**src/rtl/seg7_pkg.sv**
```systemverilog
// Shared definitions for the 4-digit multiplexed seven-segment scanner:
// FSM state encoding, active-low segment patterns and default timing.
package seg7_pkg;

    typedef enum logic [1:0] {
        ST_IDLE  = 2'd0,
        ST_BLANK = 2'd1,
        ST_SHOW  = 2'd2
    } scan_state_t;

    localparam int DEFAULT_CLK_DIV   = 50000;
    localparam int DEFAULT_BLANK_CYC = 4;

    // Segment order a..g with a in bit 6; a 0 lights the segment.
    localparam logic [6:0] SEG_0     = 7'b0000001;
    localparam logic [6:0] SEG_1     = 7'b1001111;
    localparam logic [6:0] SEG_2     = 7'b0010010;
    localparam logic [6:0] SEG_3     = 7'b0000110;
    localparam logic [6:0] SEG_4     = 7'b1001100;
    localparam logic [6:0] SEG_5     = 7'b0100100;
    localparam logic [6:0] SEG_6     = 7'b0100000;
    localparam logic [6:0] SEG_7     = 7'b0001111;
    localparam logic [6:0] SEG_8     = 7'b0000000;
    localparam logic [6:0] SEG_9     = 7'b0000100;
    localparam logic [6:0] SEG_BLANK = 7'b1111111;

    localparam logic [3:0] AN_OFF    = 4'b1111;

    // Active-low one-cold anode pattern for digit position idx.
    function automatic logic [3:0] anode_sel(input logic [1:0] idx);
        anode_sel = ~(4'b0001 << idx);
    endfunction

endpackage

```
**src/rtl/seg7_decode.sv**
```systemverilog
// BCD to active-low seven-segment decoder; non-decimal codes stay dark.
module seg7_decode
    import seg7_pkg::*;
(
    input  logic [3:0] digit,
    output logic [6:0] seg
);

    // Pure lookup from digit value to segment pattern.
    always_comb begin
        case (digit)
            4'd0:    seg = SEG_0;
            4'd1:    seg = SEG_1;
            4'd2:    seg = SEG_2;
            4'd3:    seg = SEG_3;
            4'd4:    seg = SEG_4;
            4'd5:    seg = SEG_5;
            4'd6:    seg = SEG_6;
            4'd7:    seg = SEG_7;
            4'd8:    seg = SEG_8;
            4'd9:    seg = SEG_9;
            default: seg = SEG_BLANK;
        endcase
    end

endmodule

```
**src/rtl/seg7_scan_ctrl.sv**
```systemverilog
// Four-digit multiplexed seven-segment scan controller.
// Digits are shown one at a time for CLK_DIV cycles, separated by
// BLANK_CYC cycles with every anode off to avoid ghosting. New values are
// staged through a ready/valid port and only reach the display at a frame
// boundary (or immediately while idle), so a frame is never torn.
// Optional build macro SEG7_SCAN_LZB_EN enables leading-zero blanking.
module seg7_scan_ctrl
    import seg7_pkg::*;
#(
    parameter int CLK_DIV   = DEFAULT_CLK_DIV,
    parameter int BLANK_CYC = DEFAULT_BLANK_CYC
) (
    input  logic        clk,
    input  logic        rst_n,
    input  logic        enable,
    input  logic [15:0] bcd_in,
    input  logic        load_valid,
    output logic        load_ready,
    output logic [6:0]  seg,
    output logic [3:0]  an
);

    localparam logic [19:0] DIV_LAST   = 20'(CLK_DIV - 1);
    localparam logic [19:0] BLANK_LAST = 20'(BLANK_CYC - 1);

    scan_state_t state;
    logic [1:0]  idx;
    logic [19:0] cnt;
    logic [15:0] disp;
    logic [15:0] stage;
    logic        pending;
    logic        pending_nxt;
    logic        accept;
    logic        xfer;
    logic [3:0]  cur_digit;
    logic [6:0]  dec_seg;
    logic [6:0]  digit_seg;

    assign accept = load_valid && load_ready;

    // Display takes the staged value at the end of digit 3 or whenever idle.
    assign xfer = (state == ST_IDLE) ||
                  ((state == ST_SHOW) && (idx == 2'd3) && (cnt == DIV_LAST));

    // A new load wins over a transfer so the freshly staged value stays pending.
    always_comb begin
        pending_nxt = pending;
        if (accept) begin
            pending_nxt = 1'b1;
        end else if (xfer) begin
            pending_nxt = 1'b0;
        end
    end

    // Staging / display registers and the registered ready flag.
    always_ff @(posedge clk or negedge rst_n) begin
        if (!rst_n) begin
            disp       <= 16'h0000;
            stage      <= 16'h0000;
            pending    <= 1'b0;
            load_ready <= 1'b1;
        end else begin
            if (xfer) begin
                disp <= stage;
            end
            if (accept) begin
                stage <= bcd_in;
            end
            pending    <= pending_nxt;
            load_ready <= !pending_nxt;
        end
    end

    // Select the nibble of the digit currently being scanned.
    always_comb begin
        case (idx)
            2'd0:    cur_digit = disp[3:0];
            2'd1:    cur_digit = disp[7:4];
            2'd2:    cur_digit = disp[11:8];
            default: cur_digit = disp[15:12];
        endcase
    end

    seg7_decode u_decode (
        .digit (cur_digit),
        .seg   (dec_seg)
    );

`ifdef SEG7_SCAN_LZB_EN
    logic lead_zero;

    // A digit is a leading zero when it and everything to its left is zero;
    // digit 0 always shows so a value of zero still reads "0".
    always_comb begin
        case (idx)
            2'd3:    lead_zero = (disp[15:12] == 4'd0);
            2'd2:    lead_zero = (disp[15:8] == 8'd0);
            2'd1:    lead_zero = (disp[15:4] == 12'd0);
            default: lead_zero = 1'b0;
        endcase
    end

    assign digit_seg = lead_zero ? SEG_BLANK : dec_seg;
`else
    assign digit_seg = dec_seg;
`endif

    // Scan FSM; an/seg are registered to match the state being entered.
    always_ff @(posedge clk or negedge rst_n) begin
        if (!rst_n) begin
            state <= ST_IDLE;
            idx   <= 2'd0;
            cnt   <= 20'd0;
            an    <= AN_OFF;
            seg   <= SEG_BLANK;
        end else begin
            case (state)
                ST_IDLE: begin
                    an  <= AN_OFF;
                    seg <= SEG_BLANK;
                    idx <= 2'd0;
                    cnt <= 20'd0;
                    if (enable) begin
                        state <= ST_BLANK;
                    end
                end
                ST_BLANK: begin
                    if (!enable) begin
                        state <= ST_IDLE;
                        idx   <= 2'd0;
                        cnt   <= 20'd0;
                        an    <= AN_OFF;
                        seg   <= SEG_BLANK;
                    end else if (cnt == BLANK_LAST) begin
                        state <= ST_SHOW;
                        cnt   <= 20'd0;
                        an    <= anode_sel(idx);
                        seg   <= digit_seg;
                    end else begin
                        cnt <= cnt + 20'd1;
                        an  <= AN_OFF;
                        seg <= SEG_BLANK;
                    end
                end
                ST_SHOW: begin
                    if (!enable) begin
                        state <= ST_IDLE;
                        idx   <= 2'd0;
                        cnt   <= 20'd0;
                        an    <= AN_OFF;
                        seg   <= SEG_BLANK;
                    end else if (cnt == DIV_LAST) begin
                        state <= ST_BLANK;
                        idx   <= idx + 2'd1;
                        cnt   <= 20'd0;
                        an    <= AN_OFF;
                        seg   <= SEG_BLANK;
                    end else begin
                        cnt <= cnt + 20'd1;
                        an  <= anode_sel(idx);
                        seg <= digit_seg;
                    end
                end
                default: begin
                    state <= ST_IDLE;
                    idx   <= 2'd0;
                    cnt   <= 20'd0;
                    an    <= AN_OFF;
                    seg   <= SEG_BLANK;
                end
            endcase
        end
    end

endmodule

```
**config.mk**
```make
export PLATFORM = sky130hd
export DESIGN_NAME = seg7_scan_ctrl
export DESIGN_NICKNAME = d
export VERILOG_FILES = /design/src/rtl/seg7_pkg.sv /design/src/rtl/seg7_decode.sv /design/src/rtl/seg7_scan_ctrl.sv
export SDC_FILE = /design/constraint.sdc
export NUM_CORES = 1
export LEC_CHECK = 0
export CAP_MARGIN = 20
export CORE_ASPECT_RATIO = 1.2
export CORE_UTILIZATION = 30
export DETAILED_ROUTE_END_ITERATION = 8
export GPL_ROUTABILITY_DRIVEN = 0
export RECOVER_POWER = 100
export SLEW_MARGIN = 20
export SYNTH_ARGS = -nofsm -noshare
export SYNTH_HDL_FRONTEND = slang
export SYNTH_SLANG_ARGS = --single-unit
```
**constraint.sdc**
```tcl
create_clock -name clk -period 3.25 [get_ports clk]
set_clock_uncertainty 0.05 [all_clocks]
set_input_delay 0.325 -clock clk [delete_from_list [all_inputs] [get_ports clk]]
set_output_delay 0.325 -clock clk [all_outputs]
set_load 0.03 [all_outputs]
```
Yosys cells after proc, flatten, opt, wreduce, memory -nomap -nowiden. Memory sizes are Yosys's and may differ from the RTL's. Index checks and enable logic that the tools add are counted.

Bits in registers: 69. Bits in latches: 0. Output and inout port bits: 12. Input port bits: 20. Memories: 1. Bits in writable memories: 0. Word-level logic and storage cells: 62. ROM bits: 112.

Equal/unequal tests: 11. Reductions and logical operators: 9. Muxes and demuxes: 28. Bitwise gates (word level): 1. Add/sub/neg operators: 2. Order comparisons: 0. Multiply operators: 0. Shift operators: 1. Div/mod/pow operators: 0.

Memories: (no name shown) (words 16, width 7, read ports 1, clocked after Yosys merged registers in 0, wr ports 0, RTL line seg7_decode.sv:11) `case (digit)`.

Operators with widths (number): $mux 20 (4); $pmux 20 s2 (1); $mux 7 (4); $add 20x1->20 const B (1); $eq 20x16->1 const B (1); $eq 20x2->1 const B (1); $mux 2 (8); $mux 4 (4); $pmux 7 s2 (1); $pmux 4 s3 (1); $pmux 4 s2 (1); $eq 2x2->1 const B (3); $pmux 2 s3 (1); $eq 2x1->1 const B (2); $logic_not 2->1 (2); $ne 2x2->1 const B (2); $not 4->4 (1); $pmux 2 s2 (1); $shl 1x2->4 const A (1); $logic_and 1x1->1 (3); $ne 3x2->1 const B (1); $ne 3x3->1 const B (1); $reduce_and 3->1 (1); $add 2x1->2 const B (1); 4 further kinds (5).

Longest topological paths before layout.
Word-level depth: 7. Gate-level depth with buffers: 10. Mapped depth without buffers: 10.

Hierarchy. From an unflattened synthesis, not the netlist that was laid out.

Cells, all modules: 315. Area, all modules: 3500.9 µm².

Modules (own cells, without submodules): seg7_scan_ctrl (times used 1, sequential area each 1741.7 µm², area each 3290.7 µm², cells an instance 282); seg7_decode (times used 1, sequential area each 0.0 µm², area each 210.2 µm², cells an instance 33).

Worst setup path before layout. Ideal clock, no wire load.

Path kind: register to register. Start: register idx[0]. End: register seg[0]. Path buffers: 0. Slack: 0.876 ns. Data arrival time: 2.241 ns. Required time: 3.117 ns. Setup time: 0.083 ns. Clock period less this slack: 2.374 ns. Cell stages (with the launch flop): 11. Cell sequence: dfrtp_1 > inv_1 > ha_1 > a222oi_1 > mux2_2 > inv_1 > ha_1 > a211o_1 > o211ai_1 > nand2b_1 > a221o_1.

Cells in the longest elaborated chain, start to end: 6. Elaborated cells on any way between the ends: 10.

Ends and longest elaborated chain: start, declared (RTL line seg7_scan_ctrl.sv:27) `logic [1:0] idx;`; start signal, assigned (RTL line seg7_scan_ctrl.sv:154) `idx <= idx + 2'd1;`; $eq 2x2->1, or another cell as far along (RTL line seg7_scan_ctrl.sv:76) `case (idx)`; $pmux 4 s3 (*) (RTL line seg7_scan_ctrl.sv:76); $mem_v2 16x7 (*); $mux 7, on equally long branches (RTL line seg7_scan_ctrl.sv:152, seg7_scan_ctrl.sv:134); $mux 7, on equally long branches (RTL line seg7_scan_ctrl.sv:146, seg7_scan_ctrl.sv:128); $pmux 7 s2 (*) (RTL line seg7_scan_ctrl.sv:117) `case (state)`; end signal, assigned (RTL line seg7_scan_ctrl.sv:138) `seg <= digit_seg;`; end signal, assigned (RTL line seg7_scan_ctrl.sv:161) `seg <= digit_seg;`; end, declared (RTL line seg7_scan_ctrl.sv:19) `output logic [6:0] seg,`.

Every way passes the cells marked *; elsewhere a longest branch is shown, timed or not. A chain may end at the register's enable or synchronous reset.

Worst setup path after layout. Ends and elaborated chain as after synthesis.

==> out/qor.yml <==
sta:
  setup_viol: 0
  hold_viol: 0
  grt_setup_unrepaired: "false"
  hold_slack_ns: 0.407
  min_period_ns: 2.69
  drv_slew: 29
  fin_ws_ns: 0.563
  tns_ns: 0
  max_freq_mhz: 372
  slew_headroom_pct: -5.97
  period_share_pct: 82.7
  worstMarginPinSlew_ns: 1.59
route:
  viasPerCell: 4.85
  drtPass1Iterations: 4
  drc_errors: 0
  wl_per_cell_um: 13.5
  ant_nets: 0
  vias: 2438
  drt_iter0_markers: 121
  wl_mm: 6.79
global_route:
  grt.total_usage_pct: 12.6
  grt_max_degree: 43
  grt_overflow_total: 0
  antenna_found_initial: 0
  grt_first_pass_wirelength_mm: 11.7
  first_global_vias: 2399
synthesis:
  yosysWarnings: 0
  synth_top_cell_by_area: "dfrtp_1"
  synth_compound_area_share_pct: 10.4
  synth_xor_area_share_pct: 4.53
  ys_ff_latch: 69
  yosysMostFrequentCell: "dfrtp_1"
  yosys.area_share.simple_pct: 14.7
  synth_top_family_by_area: "simple AND/OR/NAND/NOR gates"
  synth_nets: 342
  synth_ff_type: "dfrtp_1"
  synth_top_area_share_pct: 41.0
  synth-adder-area-share_pct: 4.67
  synth_common_cells: "dfrtp_1 (57), nor2_1 (28), mux2_2 (25)"
  synthDistinctLibCells: 48
  syn_inst: 309
  ys_seq_area_share_pct: 50.0
  synth_area_leaders: "dfrtp_1 (41%), dfstp_2 (9.1%), mux2_2 (8.1%)"
  synth_edf_count: 0
  synthMuxAreaShare_pct: 12.5
  syn_area_um2: 3480
  syn_avg_cell_area_um2: 11.3
  async_flop_share_pct: 100
floorplan:
  io-pin-count: 32
  die-area_um2: 12000
  initial_core_util_pct: 31.3
  core_um2: 11100
  fp.dieW_um: 100
  rows: 42
  die_y_um: 120
setup_path:
  reg2reg_to: "seg[0]$_DFF_PN1_"
  cpPeakStageDelay_ns: 0.44
  crit_path_top_delay_cell: "dfrtp_1"
  crit_required_ns: 3.46
  rrSetupSlack_ns: 0.56
  critPathTopFamily: "compound AO/OA/AOI/OAI gates"
  path_cells: "inv_1, ha_1, a222oi_1, mux2_1, inv_1, ha_1, a211o_1, o211ai_1, nand2b_1, a221o_1"
  endpoint_kind: "register"
  critical_path_class: "register to register"
  path_buf_inv: 2
  cp-start-kind: "register"
  r2r-start: "idx[0]$_DFFE_PN0P_"
  cp_max_fo: 6
  r2r_cells: 10
  crit_arrival_ns: 2.89
finish:
  n_antenna_cell: 0
  nFillCells: 1123
  fin_nets: 377
  synthToLayoutAreaGrowth_pct: 19.7
  drive_gt1_share_pct: 17.2
pwr:
  ir_drop_uv: 283
  p_per_area_nw_per_um2: 843
  p_leak_nw: 1.66
min_path:
  hold-path-endpoint: "cnt[0]$_DFF_PN0_"
  worstHoldPathType: "register to register"
  min_path_cells: 1
  hp-start: "cnt[0]$_DFF_PN0_"
clock_network:
  numCtsBuffers: 9
  cts_tree: "yes"
  h-tree-depth: 3
  cts_setup_buffers: 0
  cts_root_buffer: "clkbuf_16"
  clock-sinks: 69
  path_clk_slew_ns: 0.05
  hold_buffers: 1
  cts_resized: 0
  worstSkewPairLatency_ns: 0.33
  cts.path.max_buffers: 2
run_status:
  run_status: "complete, but fails checks"
  violations: "max-capacitance violations, max-slew violations"
run:
  cap_violations: 1
placement:
  port_buffers: 31
  post-dp-hpwl_mm: 4.82
  post-place-ws_ns: 0.613
[cell type report]
| type | instances | area [um2] | share of cell area, % |
|---|---|---|---|
| flip-flops and latches | 69 | 1740 | 41.8 |
| clock buffers | 11 | 243 | 5.82 |
| well taps | 154 | 193 | 4.62 |
| repair buffers | 34 | 325 | 7.80 |
| multi-input cells | 216 | 1580 | 37.8 |
| clock inverters | 5 | 37.5 | 0.900 |
| inverters | 14 | 52.6 | 1.26 |
[layout by cell type, fill, tap and decap left out, types with 6 or more instances in the layout]
master	Yosys	final
ha_1	13	13
nand2_1	18	18
a21oi_1	13	13
clkdlybuf4s50_1	0	18
nor4_1	9	10
nand3_1	6	6
dfrtp_1	57	57
mux2_2	25	24
dlygate4sd3_1	0	13
inv_1	12	12
nand4_1	7	7
o21ai_0	10	11
xnor2_1	10	10
dfstp_2	12	11
clkbuf_16	0	9
nor2_1	28	28
xor2_1	8	8
mux2_1	0	10
[logic make-up (layout without fill, tap and decap cells)]
family | count (synthesis) | after routing
AOI/OAI and AO/OA | 51 | 51
xor gates and xnor gates | 18 | 18
adders and majority gates | 13 | 13
buffers and inverters | 24 | 64
DFF | 69 | 69
muxes | 36 | 36
and+or+nand+nor | 98 | 98
[stage by stage]
step                      std cells  cell area, um2  total power, mW  util, %
after CTS                       503            4230             3.70     38.0
after global routing            503            4170             3.75     37.4
after floorplan                 309            3480             2.41        -
after global placement          486            3940             2.75     35.4
after detailed placement        486            3940             2.78     35.4
final                           503            4170             3.51     37.4
[state kept, by name, indices dropped and copies added (netlist names)]
name,cells
an,4
cnt,20
disp,16
idx,2
load_ready,1
pending,1
seg,7
stage,16
state,2
[power breakdown]
| part | internal [mW] | total (mW) | switching [mW] | leakage [nW] |
|---|---|---|---|---|
| clock network | 0.538 | 0.897 | 0.359 | 0.132 |
| logic | 0.570 | 1.28 | 0.710 | 0.684 |
| registers | 1.20 | 1.34 | 0.139 | 0.845 |
[worst max path at each step]
stage,from,to,slack [ns],depth (start not counted)
2_1_floorplan,idx[0]$_DFFE_PN0P_,seg[0]$_DFF_PN1_,0.88,10
3_3_place_gp,idx[0]$_DFFE_PN0P_,seg[0]$_DFF_PN1_,0.75,10
3_5_place_dp,idx[0]$_DFFE_PN0P_,seg[0]$_DFF_PN1_,0.61,10
4_1_cts,idx[0]$_DFFE_PN0P_,seg[0]$_DFF_PN1_,0.58,10
5_1_grt,cnt[4]$_DFF_PN0_,cnt[8]$_DFF_PN0_,0.37,6
6_report,idx[0]$_DFFE_PN0P_,seg[0]$_DFF_PN1_,0.56,10
[routing by layer]
metal	GRT usage (%)	up-vias	wire, um
met5	0	-	0
met4	6.79	0	166
met3	2.74	12	214
met2	19.8	47	3290
met1	15.9	1194	3120
li1	-	1185	-
(Power assumes the default switching activity.)
